**src/rtl/pipe_defs.sv**
```systemverilog
// Shared pipeline definitions for the RV64 5-stage core: datapath widths,
// ALU operation classes, ALU function codes and the decoded-control bundle.
package pipe_defs;

   localparam int XLEN   = 64;
   localparam int REG_AW = 5;

   // ALU operation class produced by decode and consumed by ALU control.
   typedef enum logic [1:0] {
      ALUOP_MEM    = 2'b00,  // load/store address add
      ALUOP_BRANCH = 2'b01,  // branch compare subtract
      ALUOP_RTYPE  = 2'b10,  // register-register, function from funct
      ALUOP_ITYPE  = 2'b11   // register-immediate, function from funct
   } alu_op_e;

   // {funct7[5], funct3} as seen by ALU control.
   typedef enum logic [3:0] {
      FUNCT_ADD  = 4'b0000,
      FUNCT_SUB  = 4'b1000,
      FUNCT_SLL  = 4'b0001,
      FUNCT_SLT  = 4'b0010,
      FUNCT_SLTU = 4'b0011,
      FUNCT_XOR  = 4'b0100,
      FUNCT_SRL  = 4'b0101,
      FUNCT_SRA  = 4'b1101,
      FUNCT_OR   = 4'b0110,
      FUNCT_AND  = 4'b0111
   } funct_e;

   // Decoded control carried down the pipe; all-zero is a bubble.
   typedef struct packed {
      logic    reg_write;
      logic    mem_read;
      logic    mem_write;
      logic    mem_to_reg;
      logic    branch;
      logic    alu_src;
      alu_op_e alu_op;
   } ctrl_t;

   localparam ctrl_t CTRL_BUBBLE = '0;

endpackage : pipe_defs

```
**src/rtl/id_hazard_unit.sv**
```systemverilog
// Combinational ID-stage helper: WB-to-ID operand bypass for the register
// file read ports, and load-use hazard detection against the EX slot.
module id_hazard_unit #(
   parameter int XLEN   = pipe_defs::XLEN,
   parameter int REG_AW = pipe_defs::REG_AW
) (
   input  logic              id_valid,
   input  logic [REG_AW-1:0] id_rs1,
   input  logic [REG_AW-1:0] id_rs2,
   input  logic              id_use_rs1,
   input  logic              id_use_rs2,
   input  logic [XLEN-1:0]   Read_Data_1,
   input  logic [XLEN-1:0]   Read_Data_2,
   input  logic              wb_RegWrite,
   input  logic [REG_AW-1:0] wb_rd,
   input  logic [XLEN-1:0]   wb_Write_Data,
   input  logic              ex_valid,
   input  logic              ex_MemRead,
   input  logic [REG_AW-1:0] ex_rd,
   input  logic              ex_flush,
   output logic [XLEN-1:0]   op1,
   output logic [XLEN-1:0]   op2,
   output logic              stall
);

   logic rs1_dep;
   logic rs2_dep;
   logic hz;

   // Operand select: x0 is hard zero, a same-cycle WB write wins over the
   // (not yet updated) register file, otherwise the register file data.
   always_comb begin
      // NOTE: every always_comb output gets a default first so no path can
      // leave it unassigned and infer a latch.
      op1 = Read_Data_1;
      op2 = Read_Data_2;
      if (id_rs1 == '0) begin
         op1 = '0;
      end else if (wb_RegWrite && (wb_rd == id_rs1)) begin
         op1 = wb_Write_Data;
      end
      if (id_rs2 == '0) begin
         op2 = '0;
      end else if (wb_RegWrite && (wb_rd == id_rs2)) begin
         op2 = wb_Write_Data;
      end
   end

   // A load in EX whose destination is actually read by the ID instruction.
   // The WB bypass cannot cover this: the load data does not exist yet.
   assign rs1_dep = id_use_rs1 && (ex_rd == id_rs1);
   assign rs2_dep = id_use_rs2 && (ex_rd == id_rs2);
   assign hz      = id_valid && ex_valid && ex_MemRead && (ex_rd != '0)
                    && (rs1_dep || rs2_dep);

   // A flush squashes the ID instruction anyway, so there is nothing to hold.
   assign stall = hz && !ex_flush;

endmodule : id_hazard_unit

```
**src/rtl/id_ex_stage.sv**
```systemverilog
// ID/EX pipeline register of the RV64 5-stage core. Captures bypassed
// operands, immediate, register indices and decoded control; inserts
// bubbles on flush, load-use stall and empty ID slot; counts stall and
// flush events with saturating counters.
module id_ex_stage #(
   parameter int XLEN   = pipe_defs::XLEN,
   parameter int REG_AW = pipe_defs::REG_AW,
   parameter int CNT_W  = 32
) (
   input  logic              clock,
   input  logic              reset,
   input  logic              id_valid,
   input  logic [XLEN-1:0]   id_pc,
   input  logic [XLEN-1:0]   Read_Data_1,
   input  logic [XLEN-1:0]   Read_Data_2,
   input  logic [XLEN-1:0]   id_imm,
   input  logic [REG_AW-1:0] id_rs1,
   input  logic [REG_AW-1:0] id_rs2,
   input  logic [REG_AW-1:0] id_rd,
   input  logic              id_use_rs1,
   input  logic              id_use_rs2,
   input  logic [3:0]        id_funct,
   input  logic              id_RegWrite,
   input  logic              id_MemRead,
   input  logic              id_MemWrite,
   input  logic              id_MemtoReg,
   input  logic              id_Branch,
   input  logic              id_ALUSrc,
   input  logic [1:0]        id_ALUOp,
   input  logic              wb_RegWrite,
   input  logic [REG_AW-1:0] wb_rd,
   input  logic [XLEN-1:0]   wb_Write_Data,
   input  logic              ex_flush,
   output logic              stall,
   output logic              ex_valid,
   output logic [XLEN-1:0]   ex_pc,
   output logic [XLEN-1:0]   ex_op1,
   output logic [XLEN-1:0]   ex_op2,
   output logic [XLEN-1:0]   ex_imm,
   output logic [REG_AW-1:0] ex_rs1,
   output logic [REG_AW-1:0] ex_rs2,
   output logic [REG_AW-1:0] ex_rd,
   output logic [3:0]        ex_funct,
   output logic              ex_RegWrite,
   output logic              ex_MemRead,
   output logic              ex_MemWrite,
   output logic              ex_MemtoReg,
   output logic              ex_Branch,
   output logic              ex_ALUSrc,
   output logic [1:0]        ex_ALUOp,
   output logic [CNT_W-1:0]  stall_count,
   output logic [CNT_W-1:0]  flush_count
);

   import pipe_defs::*;

   logic [XLEN-1:0] op1_byp;
   logic [XLEN-1:0] op2_byp;
   ctrl_t           id_ctrl;
   ctrl_t           ex_ctrl_q;
   logic            bubble;

   id_hazard_unit #(
      .XLEN   (XLEN),
      .REG_AW (REG_AW)
   ) u_hazard (
      .id_valid      (id_valid),
      .id_rs1        (id_rs1),
      .id_rs2        (id_rs2),
      .id_use_rs1    (id_use_rs1),
      .id_use_rs2    (id_use_rs2),
      .Read_Data_1   (Read_Data_1),
      .Read_Data_2   (Read_Data_2),
      .wb_RegWrite   (wb_RegWrite),
      .wb_rd         (wb_rd),
      .wb_Write_Data (wb_Write_Data),
      .ex_valid      (ex_valid),
      .ex_MemRead    (ex_ctrl_q.mem_read),
      .ex_rd         (ex_rd),
      .ex_flush      (ex_flush),
      .op1           (op1_byp),
      .op2           (op2_byp),
      .stall         (stall)
   );

   assign id_ctrl = '{
      reg_write:  id_RegWrite,
      mem_read:   id_MemRead,
      mem_write:  id_MemWrite,
      mem_to_reg: id_MemtoReg,
      branch:     id_Branch,
      alu_src:    id_ALUSrc,
      alu_op:     alu_op_e'(id_ALUOp)
   };

   // Flush, stall and an empty ID slot all turn the EX slot into a bubble.
   assign bubble = ex_flush || stall || !id_valid;

   // ID/EX register: a bubble clears only valid and control; the datapath
   // fields hold since nothing downstream looks at them while ex_valid=0.
   always_ff @(posedge clock or negedge reset) begin
      // NOTE: sequential state uses non-blocking assignments so every
      // register samples pre-edge values regardless of statement order.
      if (!reset) begin
         // NOTE: datapath fields are reset too so every EX output reads a
         // defined zero while reset is held, not just the valid/control bits.
         ex_valid  <= 1'b0;
         ex_ctrl_q <= CTRL_BUBBLE;
         ex_pc     <= '0;
         ex_op1    <= '0;
         ex_op2    <= '0;
         ex_imm    <= '0;
         ex_rs1    <= '0;
         ex_rs2    <= '0;
         ex_rd     <= '0;
         ex_funct  <= '0;
      end else if (bubble) begin
         ex_valid  <= 1'b0;
         ex_ctrl_q <= CTRL_BUBBLE;
      end else begin
         ex_valid  <= 1'b1;
         ex_ctrl_q <= id_ctrl;
         ex_pc     <= id_pc;
         ex_op1    <= op1_byp;
         ex_op2    <= op2_byp;
         ex_imm    <= id_imm;
         ex_rs1    <= id_rs1;
         ex_rs2    <= id_rs2;
         ex_rd     <= id_rd;
         ex_funct  <= id_funct;
      end
   end

   assign ex_RegWrite = ex_ctrl_q.reg_write;
   assign ex_MemRead  = ex_ctrl_q.mem_read;
   assign ex_MemWrite = ex_ctrl_q.mem_write;
   assign ex_MemtoReg = ex_ctrl_q.mem_to_reg;
   assign ex_Branch   = ex_ctrl_q.branch;
   assign ex_ALUSrc   = ex_ctrl_q.alu_src;
   assign ex_ALUOp    = ex_ctrl_q.alu_op;

   // Saturating stall-cycle counter: sticks at all-ones instead of wrapping.
   always_ff @(posedge clock or negedge reset) begin
      if (!reset) begin
         stall_count <= '0;
      end else if (stall && (stall_count != '1)) begin
         stall_count <= stall_count + CNT_W'(1);
      end
   end

   // Saturating flush counter: only real instructions squashed count.
   always_ff @(posedge clock or negedge reset) begin
      if (!reset) begin
         flush_count <= '0;
      end else if (ex_flush && id_valid && (flush_count != '1)) begin
         flush_count <= flush_count + CNT_W'(1);
      end
   end

endmodule : id_ex_stage

```
**config.mk**
```make
export PLATFORM = sky130hd
export DESIGN_NAME = id_ex_stage
export DESIGN_NICKNAME = d
export VERILOG_FILES = /design/src/rtl/pipe_defs.sv /design/src/rtl/id_hazard_unit.sv /design/src/rtl/id_ex_stage.sv
export SDC_FILE = /design/constraint.sdc
export NUM_CORES = 1
export LEC_CHECK = 0
export BUFFER_PORTS_ARGS = -buffer_cell sky130_fd_sc_hd__clkbuf_2
export CORE_AREA = 4 4 271 273
export DETAILED_ROUTE_END_ITERATION = 10
export DIE_AREA = 0 0 275 277
export GPL_ROUTABILITY_DRIVEN = 0
export PLACE_DENSITY = 0.42
export SLEW_MARGIN = 30
export SYNTH_ARGS = -nofsm -noshare
export SYNTH_HDL_FRONTEND = slang
export SYNTH_HIERARCHICAL = 1
export SYNTH_SLANG_ARGS = --single-unit
```
**constraint.sdc**
```tcl
create_clock -name clock -period 3.6 [get_ports clock]
set_input_delay 0.54 -clock clock [delete_from_list [all_inputs] [get_ports clock]]
set_output_delay 0.54 -clock clock [all_outputs]
set_load 0.02 [all_outputs]
```
==> impl_metrics.tcl <==
set metrics [dict create \
    cp_data_arrival_time_ps 3360 \
    yosysUniqueCellTypes 46 \
    root_buffer "clkbuf_16" \
    reg2reg_slack_ps 680 \
    critPathMaxFanout 5 \
    synth_top_area_share_pct 52.5 \
    rr_startpoint "ex_rd[1]" \
    setup_viol 0 \
    avgViaCountPerCell 4.60 \
    pwr_density_cell_mw_per_mm2 515 \
    syn_area_sq_mm 0.0166 \
    layout-drive-gt1-share_pct 56.3 \
    dieHeight_microns 277 \
    h-tree-depth 2 \
    yosysWarnings 6 \
    leakage_nw 10.7 \
    final_core_util_pct 31.7 \
    drv_slew 0 \
    synthToLayoutAreaGrowth_pct 35.7 \
    grt_overflow 0 \
    path_clk_slew_ps 60 \
    die_x_microns 275 \
    rr_worst_depth 10 \
    yosysTopAreaCell "dfrtp_1" \
    fin_tns_setup_ps 0 \
    finalClockSkew_ps 19.1 \
    cts_tree "done" \
    critPathMaxStageDelay_ps 450 \
    initial_core_util_pct 23.3 \
    startpoint_type "flip-flop" \
    crit_buf_inv 1 \
    min_to "ex_MemtoReg" \
    syn_inst 1382 \
    first_pass_iters 5 \
    holdPathStages 2 \
    rsz0062_at_grt "no" \
    rows 98 \
    max_freq_mhz 342 \
    numCtsBuffers 44 \
    post-cts-setup-buffer-count 0 \
    ys_ff_latch 348 \
    hold_viol 0 \
    synth_area_leaders "dfrtp_1, mux2_2, nand4_1, o21ai_2, nand2_1" \
    die_area_sq_mm 0.0762 \
    path_common_cell "nand3_1" \
    cpLargestDelayFamily "simple AND/OR/NAND/NOR gates" \
    finalCriticalPeriod_ps 2920 \
    num_vias 14059 \
    wl_microns 65500 \
    worstPathRequired_ps 4040 \
    endpoint_kind "flip-flop" \
    cts.sinks 348 \
    relSlewSlack_pct 47.9 \
    synth_flop_cell "dfrtp_1" \
    dpl_worst_slack_ps 424 \
    synth-async-reset-ratio_pct 100 \
    final_nets 2431 \
    min_from "id_MemtoReg" \
    ant_nets 0 \
    grt_pass1_wl_microns 96600 \
    drc 0 \
    cap_violations 0 \
    grt_usage_pct 16.5 \
    synth_edf_count 0 \
    grt_pass1_vias 14728 \
    peakVddDrop_v 0.000279 \
    synth-seq-area-share_pct 52.5 \
    antenna_found_initial 7 \
    holdWs_ps 182 \
    hp-class "primary input to flip-flop" \
    fin_crit_sh_pct 81.2 \
    drt_iter0_markers 748 \
    avgSynthCellArea_sq_um 12.0 \
    crit_slowest_cell "dfrtp_1" \
    ios 708 \
    timing.rr.end "stall_count[20]" \
    cts_buffer_depth 3 \
    hpwl_microns 48600 \
    worst_slew_pin_slew_ps 776 \
    core_sq_mm 0.0711 \
    crit_chain "xor2_1, nor4_1, nand3_1, a221oi_1, buf_4, nand3_1, or4_1, a211oi_1, nand3_1, xnor2_1" \
    insertion_delay_ps 560 \
    grt_max_degree 77 \
    syn_nets 1743 \
    status "finished clean" \
    port-buffer-count 707 \
    wl_per_cell_microns 21.4 \
    fin_ws_ps 677 \
    crit_type "flip-flop to flip-flop" \
]
## what timing repair did
| item | 4_1_cts | 5_1_grt |
|---|---|---|
| endpoints found under the hold margin | 3 | 0 |
| hold buffers | 1 | 0 |
| gates resized for setup | 0 | 0 |
| setup endpoints to repair | 0 | 0 |
## cell type report
class | count | area [sq um]
Antenna cell | 6 | 15.0
Clock buffer | 68 | 1270
Clock inverter | 9 | 81.3
Fill cell | 7487 | 48600
Inverter | 2 | 7.51
Multi-Input combinational cell | 925 | 7180
Sequential cell | 348 | 8710
Tap cell | 950 | 1190
Timing Repair Buffer | 749 | 4080
## metrics by stage
step / cell area (sq um) / total power [mW] / instances
floorplan: 16600 / 6.25 / 1382
global placement: 21100 / 7.50 / 2973
detailed placement: 21100 / 7.52 / 2973
CTS: 22500 / 11.8 / 3051
global route: 22500 / 12.2 / 3055
finish: 22500 / 11.6 / 3057
## kinds of logic after synthesis
group	count (synthesis)	share of synthesized area, %
muxes	277	18.8
buffers and inverters	109	4.46
and+or+nand+nor	429	13.9
DFF	348	52.5
adders and majority gates	2	0.151
AOI/OAI and AO/OA	136	6.01
xor gates and xnor gates	81	4.27
## power by group
group / leakage, nW / internal, mW / total, mW / switching (mW)
combinational: 5.79 / 1.03 / 2.63 / 1.59
sequential: 4.24 / 4.44 / 4.77 / 0.333
clock: 0.660 / 2.43 / 4.20 / 1.76
total: 10.7 / 7.91 / 11.6 / 3.69
## synth_stat cells, types with 2 or more instances
cell	instances
buf_2	9
nor2_1	16
and4_1	2
inv_1	2
xor2_1	36
clkbuf_1	67
or2_2	3
buf_8	4
buf_12	10
and2_4	2
buf_1	2
buf_6	15
and3_1	12
o21ai_1	40
nand4b_1	4
and2_1	13
nor4_1	12
nor4_4	2
xnor2_1	45
nor3_1	14
o21ai_2	80
o21ai_0	10
mux2_2	277
dfrtp_1	348
or4_1	2
nand3b_1	2
nand4_1	162
nand2_1	153
ha_1	2
nand3_1	20
## how the worst max path moves through the flow
| stage | end | start | cells after the start |
|---|---|---|---|
| 2_1_floorplan | stall_count[18] | id_rs2[1] | 9 |
| 3_3_place_gp | stall_count[20] | id_rs2[2] | 11 |
| 3_5_place_dp | stall_count[18] | id_rs2[1] | 11 |
| 4_1_cts | stall_count[20] | ex_rd[1] | 10 |
| 5_1_grt | stall_count[20] | ex_rd[2] | 10 |
| 6_report | stall_count[20] | ex_rd[1] | 10 |
## worst reg2reg max path, cell delays in order (launching register included)
cell,delay [ps]
dfrtp_1,450
xor2_1,180
nor4_1,310
nand3_1,110
a221oi_1,290
buf_4,230
nand3_1,140
or4_1,430
a211oi_1,380
nand3_1,140
xnor2_1,140
## flip-flops by register name, summed over array words and instances, names as in the netlist
signal,cells
ex_MemRead,1
ex_MemtoReg,1
ex_rd,5
ex_RegWrite,1
ex_rs2,5
ex_op2,64
flush_count,32
ex_ALUOp,2
stall_count,32
ex_rs1,5
ex_valid,1
ex_Branch,1
ex_pc,64
ex_imm,64
ex_op1,64
ex_funct,4
ex_ALUSrc,1
ex_MemWrite,1
## placed cells by master, fill, tap and decap left out, types with 12 or more instances in the layout
| cell type | Yosys | layout |
|---|---|---|
| and3_1 | 12 | 12 |
| buf_12 | 10 | 17 |
| buf_4 | 0 | 24 |
| clkbuf_1 | 67 | 16 |
| clkbuf_16 | 0 | 44 |
| clkbuf_2 | 0 | 706 |
| dfrtp_1 | 348 | 348 |
| mux2_2 | 277 | 277 |
| nand2_1 | 153 | 151 |
| nand3_1 | 20 | 20 |
| nand4_1 | 162 | 162 |
| nor2_1 | 16 | 16 |
| nor3_1 | 14 | 14 |
| nor4_1 | 12 | 12 |
| o21ai_1 | 40 | 40 |
| o21ai_2 | 80 | 80 |
| xnor2_1 | 45 | 45 |
| xor2_1 | 36 | 36 |
## metal layers
layer | track usage [%] | vias up | part of all wire (%)
li1 | - | 6415 | -
met2 | 28.4 | 559 | 49
met1 | 19.8 | 6969 | 40
met3 | 4.95 | 110 | 8.5
met5 | 0 | - | 0.060
met4 | 5.15 | 6 | 3.0
Power figures use the tool's default switching activity.
